File: src/rtl/heap_arbiter.sv
// Round-robin arbiter that serialises alloc/free requests from NUM_REQ requesters
// onto a single heap allocator and returns a one-cycle ack per served request.
module heap_arbiter #(
  parameter int NUM_REQ   = 4,
  parameter int ADDR_BITS = 8
) (
  input  logic                           clk,
  input  logic                           reset,
  input  logic [NUM_REQ-1:0]             req_alloc,
  input  logic [NUM_REQ-1:0]             req_free,
  input  logic [NUM_REQ*ADDR_BITS-1:0]   req_free_addr,
  output logic [NUM_REQ-1:0]             ack,
  output logic [ADDR_BITS-1:0]           ack_addr,
  output logic                           busy,
  output logic                           heap_alloc,
  output logic                           heap_free,
  output logic [ADDR_BITS-1:0]           heap_free_addr,
  input  logic [ADDR_BITS-1:0]           heap_alloc_addr,
  input  logic                           heap_finished
);

  // Handshake: a requester holds req_alloc/req_free (level) until it sees ack[i]
  // for one cycle and must drop the served bit by the edge that ends that cycle.
  localparam int PTR_W = $clog2(NUM_REQ);

  typedef enum logic [1:0] {
    IDLE  = 2'd0,
    ISSUE = 2'd1,
    ACK   = 2'd2
  } state_t;

  state_t               state;
  logic [PTR_W-1:0]     ptr;
  logic [PTR_W-1:0]     gnt;
  logic [PTR_W-1:0]     sel;
  logic [PTR_W-1:0]     cand;
  logic                 any_pend;
  logic                 op_alloc;
  logic [NUM_REQ-1:0]   pend;
  logic [ADDR_BITS-1:0] slice_addr [NUM_REQ];

  function automatic logic [PTR_W-1:0] wrap_inc(input logic [PTR_W-1:0] v);
    if (v == PTR_W'(NUM_REQ - 1)) return '0;
    return v + 1'b1;
  endfunction

  assign pend = req_alloc | req_free;

  for (genvar i = 0; i < NUM_REQ; i++) begin : g_slice
    assign slice_addr[i] = req_free_addr[i*ADDR_BITS +: ADDR_BITS];
  end

  // First pending requester at or after ptr, searching cyclically.
  always_comb begin
    sel      = '0;
    any_pend = 1'b0;
    cand     = ptr;
    for (int k = 0; k < NUM_REQ; k++) begin
      if (!any_pend && pend[cand]) begin
        any_pend = 1'b1;
        sel      = cand;
      end
      cand = wrap_inc(cand);
    end
  end

  // Strobes drop in the finished cycle so the heap sees exactly one operation.
  assign busy       = (state != IDLE);
  assign heap_alloc = (state == ISSUE) &  op_alloc & ~heap_finished;
  assign heap_free  = (state == ISSUE) & ~op_alloc & ~heap_finished;

  always_ff @(posedge clk or posedge reset) begin
    if (reset) begin
      state          <= IDLE;
      ptr            <= '0;
      gnt            <= '0;
      op_alloc       <= 1'b0;
      ack            <= '0;
      ack_addr       <= '0;
      heap_free_addr <= '0;
    end else begin
      case (state)
        IDLE: begin
          if (any_pend) begin
            gnt            <= sel;
            op_alloc       <= req_alloc[sel];
            heap_free_addr <= slice_addr[sel];
            state          <= ISSUE;
          end
        end
        ISSUE: begin
          if (heap_finished) begin
            if (op_alloc) ack_addr <= heap_alloc_addr;
            ptr   <= wrap_inc(gnt);
            ack   <= NUM_REQ'(1) << gnt;
            state <= ACK;
          end
        end
        ACK: begin
          ack   <= '0;
          state <= IDLE;
        end
        default: state <= IDLE;
      endcase
    end
  end

endmodule
File: config.mk
export PLATFORM = sky130hd
export DESIGN_NAME = heap_arbiter
export DESIGN_NICKNAME = d
export VERILOG_FILES = /design/src/rtl/heap_arbiter.sv
export SDC_FILE = /design/constraint.sdc
export NUM_CORES = 1
export LEC_CHECK = 0
export CAP_MARGIN = 20
export CORE_MARGIN = 3
export CORE_UTILIZATION = 35
export DETAILED_ROUTE_END_ITERATION = 8
export PLACE_DENSITY = 0.79
export SETUP_SLACK_MARGIN = 0.02
export SKIP_LAST_GASP = 1
export SYNTH_ARGS = -nofsm -noshare
export SYNTH_HDL_FRONTEND = slang
export SYNTH_SLANG_ARGS = --single-unit
File: constraint.sdc
create_clock -name clk -period 3.85 [get_ports clk]
set_input_delay 0.77 -clock clk [delete_from_list [all_inputs] [get_ports clk]]
set_output_delay 0.77 -clock clk [all_outputs]
set_load 0.005 [all_outputs]
==> metrics.csv, run 1 <==
metric;value;unit
start_util;38.0;%
antenna_found_initial;0;
critPathKind;in2out;
drive_above_1_share;11.7;%
cp_max_fo;7;
p_leak;1.07;nW
root_buffer;clkbuf_8;
wl_met1;2.17;mm
required;3080;ps
first_iter_violations;97;
max_freq;312;MHz
numCtsBuffers;3;
routed_via_density;5.32;
cts_hold_buf;0;
cts.sinks;27;
grt_start_max_net_pins;28;
slew_viol_final;0;
clock_path_buffers;2;
reg2reg_from;ptr[0];
met2_length;2.22;mm
synth-edff-count;0;
hold_viol;0;
rsz0062_at_grt;no;
final_util;57.6;%
top_layer_used;met4;
peakVddDrop;0.348;mV
clkLatencyLatePin;280;ps
area_growth;51.7;%
async_flop_share;100;%
htreeDepth;1;
min_period;3200;ps
synth_area;1720;µm²
postSynthNetCount;229;
power_density;727;nW/µm²
grt_pass1_wl;8.09;mm
synth.yosys.seq_area_share;39.2;%
reg2reg_depth;8;
max_cap_violations;0;
diodes;0;
tns;0;ps
dp_hpwl;3.76;mm
fillers;403;
ant_nets;0;
firstDrtPassIters;4;
synth_warnings;0;
dieArea;5800;µm²
ys_ff_latch;27;
cts_tree;done;
postSynthCellCount;173;
post_cts_buffers;0;
r2r-end;heap_free_addr[0];
wl_met3;279;µm
crit_arrival;2430;ps
gr-total-overflow;0;
synth_flop_cell;dfrtp_1;
grtUsageTotal;16.9;%
hp-class;reg2reg;
boundaryPins;74;
skew;2.85;ps
grt_pass1_vias;1619;
num-nets-final;305;
min_from;ack_addr[0];
setup.worst_path.end_class;primary output;
hold_path_end;ack_addr[0];
postSynthAreaPerCell;9.95;µm²
drt_wl_total;4.70;mm
rows;24;
r2r_setup_slack;840;ps
status;finished clean;
slew_headroom;36.8;%
fin_crit_sh;83.2;%
routabilityCongestion;0.849;
synthDistinctLibCells;38;
core_area;4530;µm²
start_kind;primary input;
drc;0;
finalSetupViolCount;0;
hold_path_depth;1;
numPortBuffers;73;
post_cts_resized;0;
vias;1666;
worstMarginPinSlew;940;ps
wl_per_cell;15.0;µm
die_x;76.1;µm
die_h;76.1;µm
total_power;1.90;mW
clkTransAtPathRegs;100;ps
-- worst max path at each step --
| stage | start | endpoint | slack, ps | depth (start not counted) |
|---|---|---|---|---|
| after CTS | heap_finished | heap_free | 660 | 4 |
| after global placement | req_alloc[3] | heap_free_addr[5] | 560 | 8 |
| after detailed placement | req_alloc[2] | heap_free_addr[0] | 470 | 8 |
| after floorplan | req_free[3] | op_alloc | 1090 | 8 |
| after global routing | heap_finished | heap_free | 550 | 4 |
| final | heap_finished | heap_free | 650 | 4 |
-- registers in the layout, indices dropped and copies added, names as in the netlist --
name            cells
ack                 4
ack_addr            8
gnt                 2
heap_free_addr      8
op_alloc            1
ptr                 2
state               2
-- final cells by class --
cell class | instances | area (µm²) | area share, %
tap | 65 | 81.3 | 3.11
multi-input combinational | 133 | 997 | 38.2
inverter | 7 | 26.3 | 1.01
clock buffer | 3 | 41.3 | 1.58
timing repair buffer | 77 | 781 | 29.9
clock inverter | 1 | 8.76 | 0.335
sequential | 27 | 676 | 25.9
-- cell usage after synthesis, drive strengths merged, types with 2 or more instances --
cell	n	area share (%)
o21ai	8	2.5
o31ai	2	1.5
a22o	4	2.0
mux4	2	2.6
or2	5	1.8
buf	3	1.0
nor4	3	1.1
mux2i	12	7.0
nor3	2	0.58
mux2	10	6.5
a21o	8	3.5
dfrtp	27	39
ha	5	3.6
nand2	17	3.7
inv	7	1.5
a21oi	4	1.2
a211oi	10	4.4
nand4	2	0.73
clkbuf	3	0.65
nor2	18	4.4
a221oi	8	4.1
-- worst max-delay path, stage by stage --
cell and delay (ps):
clkdlybuf4s50_1 520, or3b_2 520, nor2_1 100, clkdlybuf4s50_1 520
-- power by group --
group / leakage (nW) / internal, mW / switching [mW]
clock: 0.0261 / 0.0761 / 0.0992
sequential: 0.322 / 0.426 / 0.118
combinational: 0.725 / 0.636 / 0.545
total: 1.07 / 1.14 / 0.762
-- logic make-up after synthesis --
group	synth area share, %
DFF	39.2
adders and majority gates	3.63
and+or+nand+nor	14.8
buffers and inverters	3.20
muxes	16.1
AOI/OAI and AO/OA	23.0
-- cells in the final DEF, fill, tap and decap left out, types with 2 or more instances in the layout --
master,netlist,final
mux4_2,2,2
a22o_1,4,4
inv_1,7,7
buf_4,1,3
a21o_1,8,8
or2_2,2,2
o31ai_2,2,2
nor4_1,3,2
a21oi_1,4,4
mux2i_1,12,12
nand4_1,2,2
clkbuf_8,0,3
dfrtp_1,27,27
o21ai_0,7,7
nand2_1,17,17
nor3_1,2,2
or2_1,3,3
a211oi_1,10,10
ha_1,5,5
a221oi_1,8,8
nor2_1,17,17
clkdlybuf4s50_1,0,73
mux2_2,10,10
-- stage by stage --
| step | std cells | hold slack [ps] | area [µm²] | setup WS, ps |
|---|---|---|---|---|
| 2_1_floorplan | 173 | 496 | 1720 | 1090 |
| 6_report | 313 | 518 | 2610 | 648 |
| 3_3_place_gp | 308 | 487 | 2530 | 556 |
| 5_1_grt | 313 | 541 | 2610 | 555 |
| 4_1_cts | 312 | 521 | 2580 | 663 |
| 3_5_place_dp | 308 | 497 | 2530 | 468 |
-- per-layer routing --
| metal | GRT usage, % | vias to the layer above |
|---|---|---|
| li1 | - | 805 |
| met1 | 24.1 | 802 |
| met3 | 3.31 | 2 |
| met4 | 3.80 | 0 |
| met5 | 0 | - |
| met2 | 26.4 | 57 |
(Power assumes the default switching activity.)
==> run 2: changes to the inputs <==
- PLACE_DENSITY: 0.79 -> 0.82
- clock period: 3.85 -> 2.76 ns (I/O delays scaled with it)
==> run 2 against run 1 <==
- clock-buffer cell count unchanged
- critical path type is now in2reg
- critical path depth grew 6
- register-to-register slack lost 700 ps
- wire length up 7.8%
- cell count grew 6.4%
==> metrics.csv, run 2 (synthesis results as in run 1) <==
metric;value;unit
status;finished clean;
htreeDepth;1;
critPathKind;in2reg;
clkTransAtPathRegs;100;ps
boundaryPins;74;
rows;24;
area_growth;64.5;%
routed_via_density;5.25;
firstDrtPassIters;5;
power_density;1040;nW/µm²
met3_usage;3.31;%
design_area;2830;µm²
cts.sinks;27;
layout_commonest_cell;clkdlybuf4s50_1;
slew_headroom;57.5;%
rsz0062_at_grt;no;
grt_pass1_vias;1698;
fin_cells;333;
required;2890;ps
grt_pass1_wl;8.25;mm
dpl_cell_area;2670;µm²
reg2reg_depth;8;
dp_hpwl;3.83;mm
slew_viol_final;0;
worst_slack;76.2;ps
drt_wl_total;5.07;mm
max_freq;373;MHz
grt_busiest_layer;met2;
num-nets-final;325;
cp_max_fo;11;
p_leak;1.20;nW
grtUsageTotal;17.2;%
cts_hold_buf;0;
hold_path_depth;1;
fin_crit_sh;97.2;%
hold_viol;0;
root_buffer;clkbuf_8;
mostFrequentLayoutCells;clkdlybuf4s50_1, dfrtp_1, buf_4;
drc;0;
antenna_found_initial;0;
max_cap_violations;0;
pre_cts_ws;-398;ps
numPortBuffers;73;
gr-total-overflow;0;
wl_per_cell;15.2;µm
worstMarginPinSlew;633;ps
die_x;76.1;µm
peakVddDrop;0.387;mV
placed_cells;326;
grt_use_met1;22.2;%
finalSetupViolCount;0;
skew;5.43;ps
start_util;38.0;%
setup.worst_path.end_class;flip-flop;
core_area;4530;µm²
diodes;0;
routabilityCongestion;0.859;
ant_nets;0;
die_h;76.1;µm
first_iter_violations;122;
hp-class;reg2reg;
vias;1749;
crit_arrival;2810;ps
numCtsBuffers;3;
drive_above_1_share;20.9;%
min_period;2680;ps
clock_path_buffers;2;
largest_registers;ack_addr x8, heap_free_addr x8, ack x4;
dieArea;5800;µm²
grt_start_max_net_pins;28;
start_kind;primary input;
cts_tree;done;
grtUsageMet2;29.5;%
clkLatencyLatePin;280;ps
[run 2: timing repair]
item                                    in CTS  in global routing
setup buffers                                3                  0
gates resized for setup                      6                 10
endpoints found under the setup margin       9                  8
pin swaps                                    1                  3
[run 2: per-stage QoR]
stage          hold slack [ps]  power [mW]  TNS (ps)  util [%]
3_3_place_gp               487        2.43     -2530      58.9
2_1_floorplan              496        1.76         0         -
5_1_grt                    530        3.16         0      62.4
4_1_cts                    518        2.88         0      61.6
3_5_place_dp               494        2.49     -3360      58.9
6_report                   514        2.94         0      62.4
[run 2: area by class of cell]
class	count	area [µm²]
fillers	365	1700
well taps	65	81.3
repair buffers	97	932
flip-flops and latches	27	676
clock buffers	3	41.3
multi-input cells	133	1070
clock inverters	1	8.76
inverters	7	26.3
[run 2: path summary, 6_finish.rpt]
kind / from / to / slack, ps
min: ack_addr[5] / ack_addr[5] / 510
max in group asynchronous: reset / state[1] / 1870
min reg2reg: ack_addr[5] / ack_addr[5] / 510
max reg2reg: ptr[0] / heap_free_addr[5] / 140
max: req_free[3] / heap_free_addr[1] / 80
min in group asynchronous: reset / ack_addr[7] / 620
[run 2: critical path, stage by stage]
cell and delay (ps):
clkdlybuf4s50_1 420, or2_4 270, mux4_2 550, buf_6 160
a211oi_4 240, nor2_4 60, buf_12 150, buf_4 140
a221oi_2 200, a211oi_1 70
[run 2: report_power, final]
part	internal [mW]	total, mW	switching, mW
Combinational	1.06	1.97	0.909
Clock	0.106	0.241	0.135
Sequential	0.594	0.733	0.139
Total	1.76	2.94	1.18
[run 2: routing by layer]
metal	wire [µm]	up-vias	part of all wire (%)
li1	-	842	-
met1	2200	834	43
met2	2550	69	50
met3	269	4	5.3
met4	49	0	0.97
met5	0	-	0
==> run 3: changes to the inputs <==
- HOLD_SLACK_MARGIN: default -> 0.06
==> results of run 3 <==
No change in the layout: final DEF, timing and power equal those of run 2.
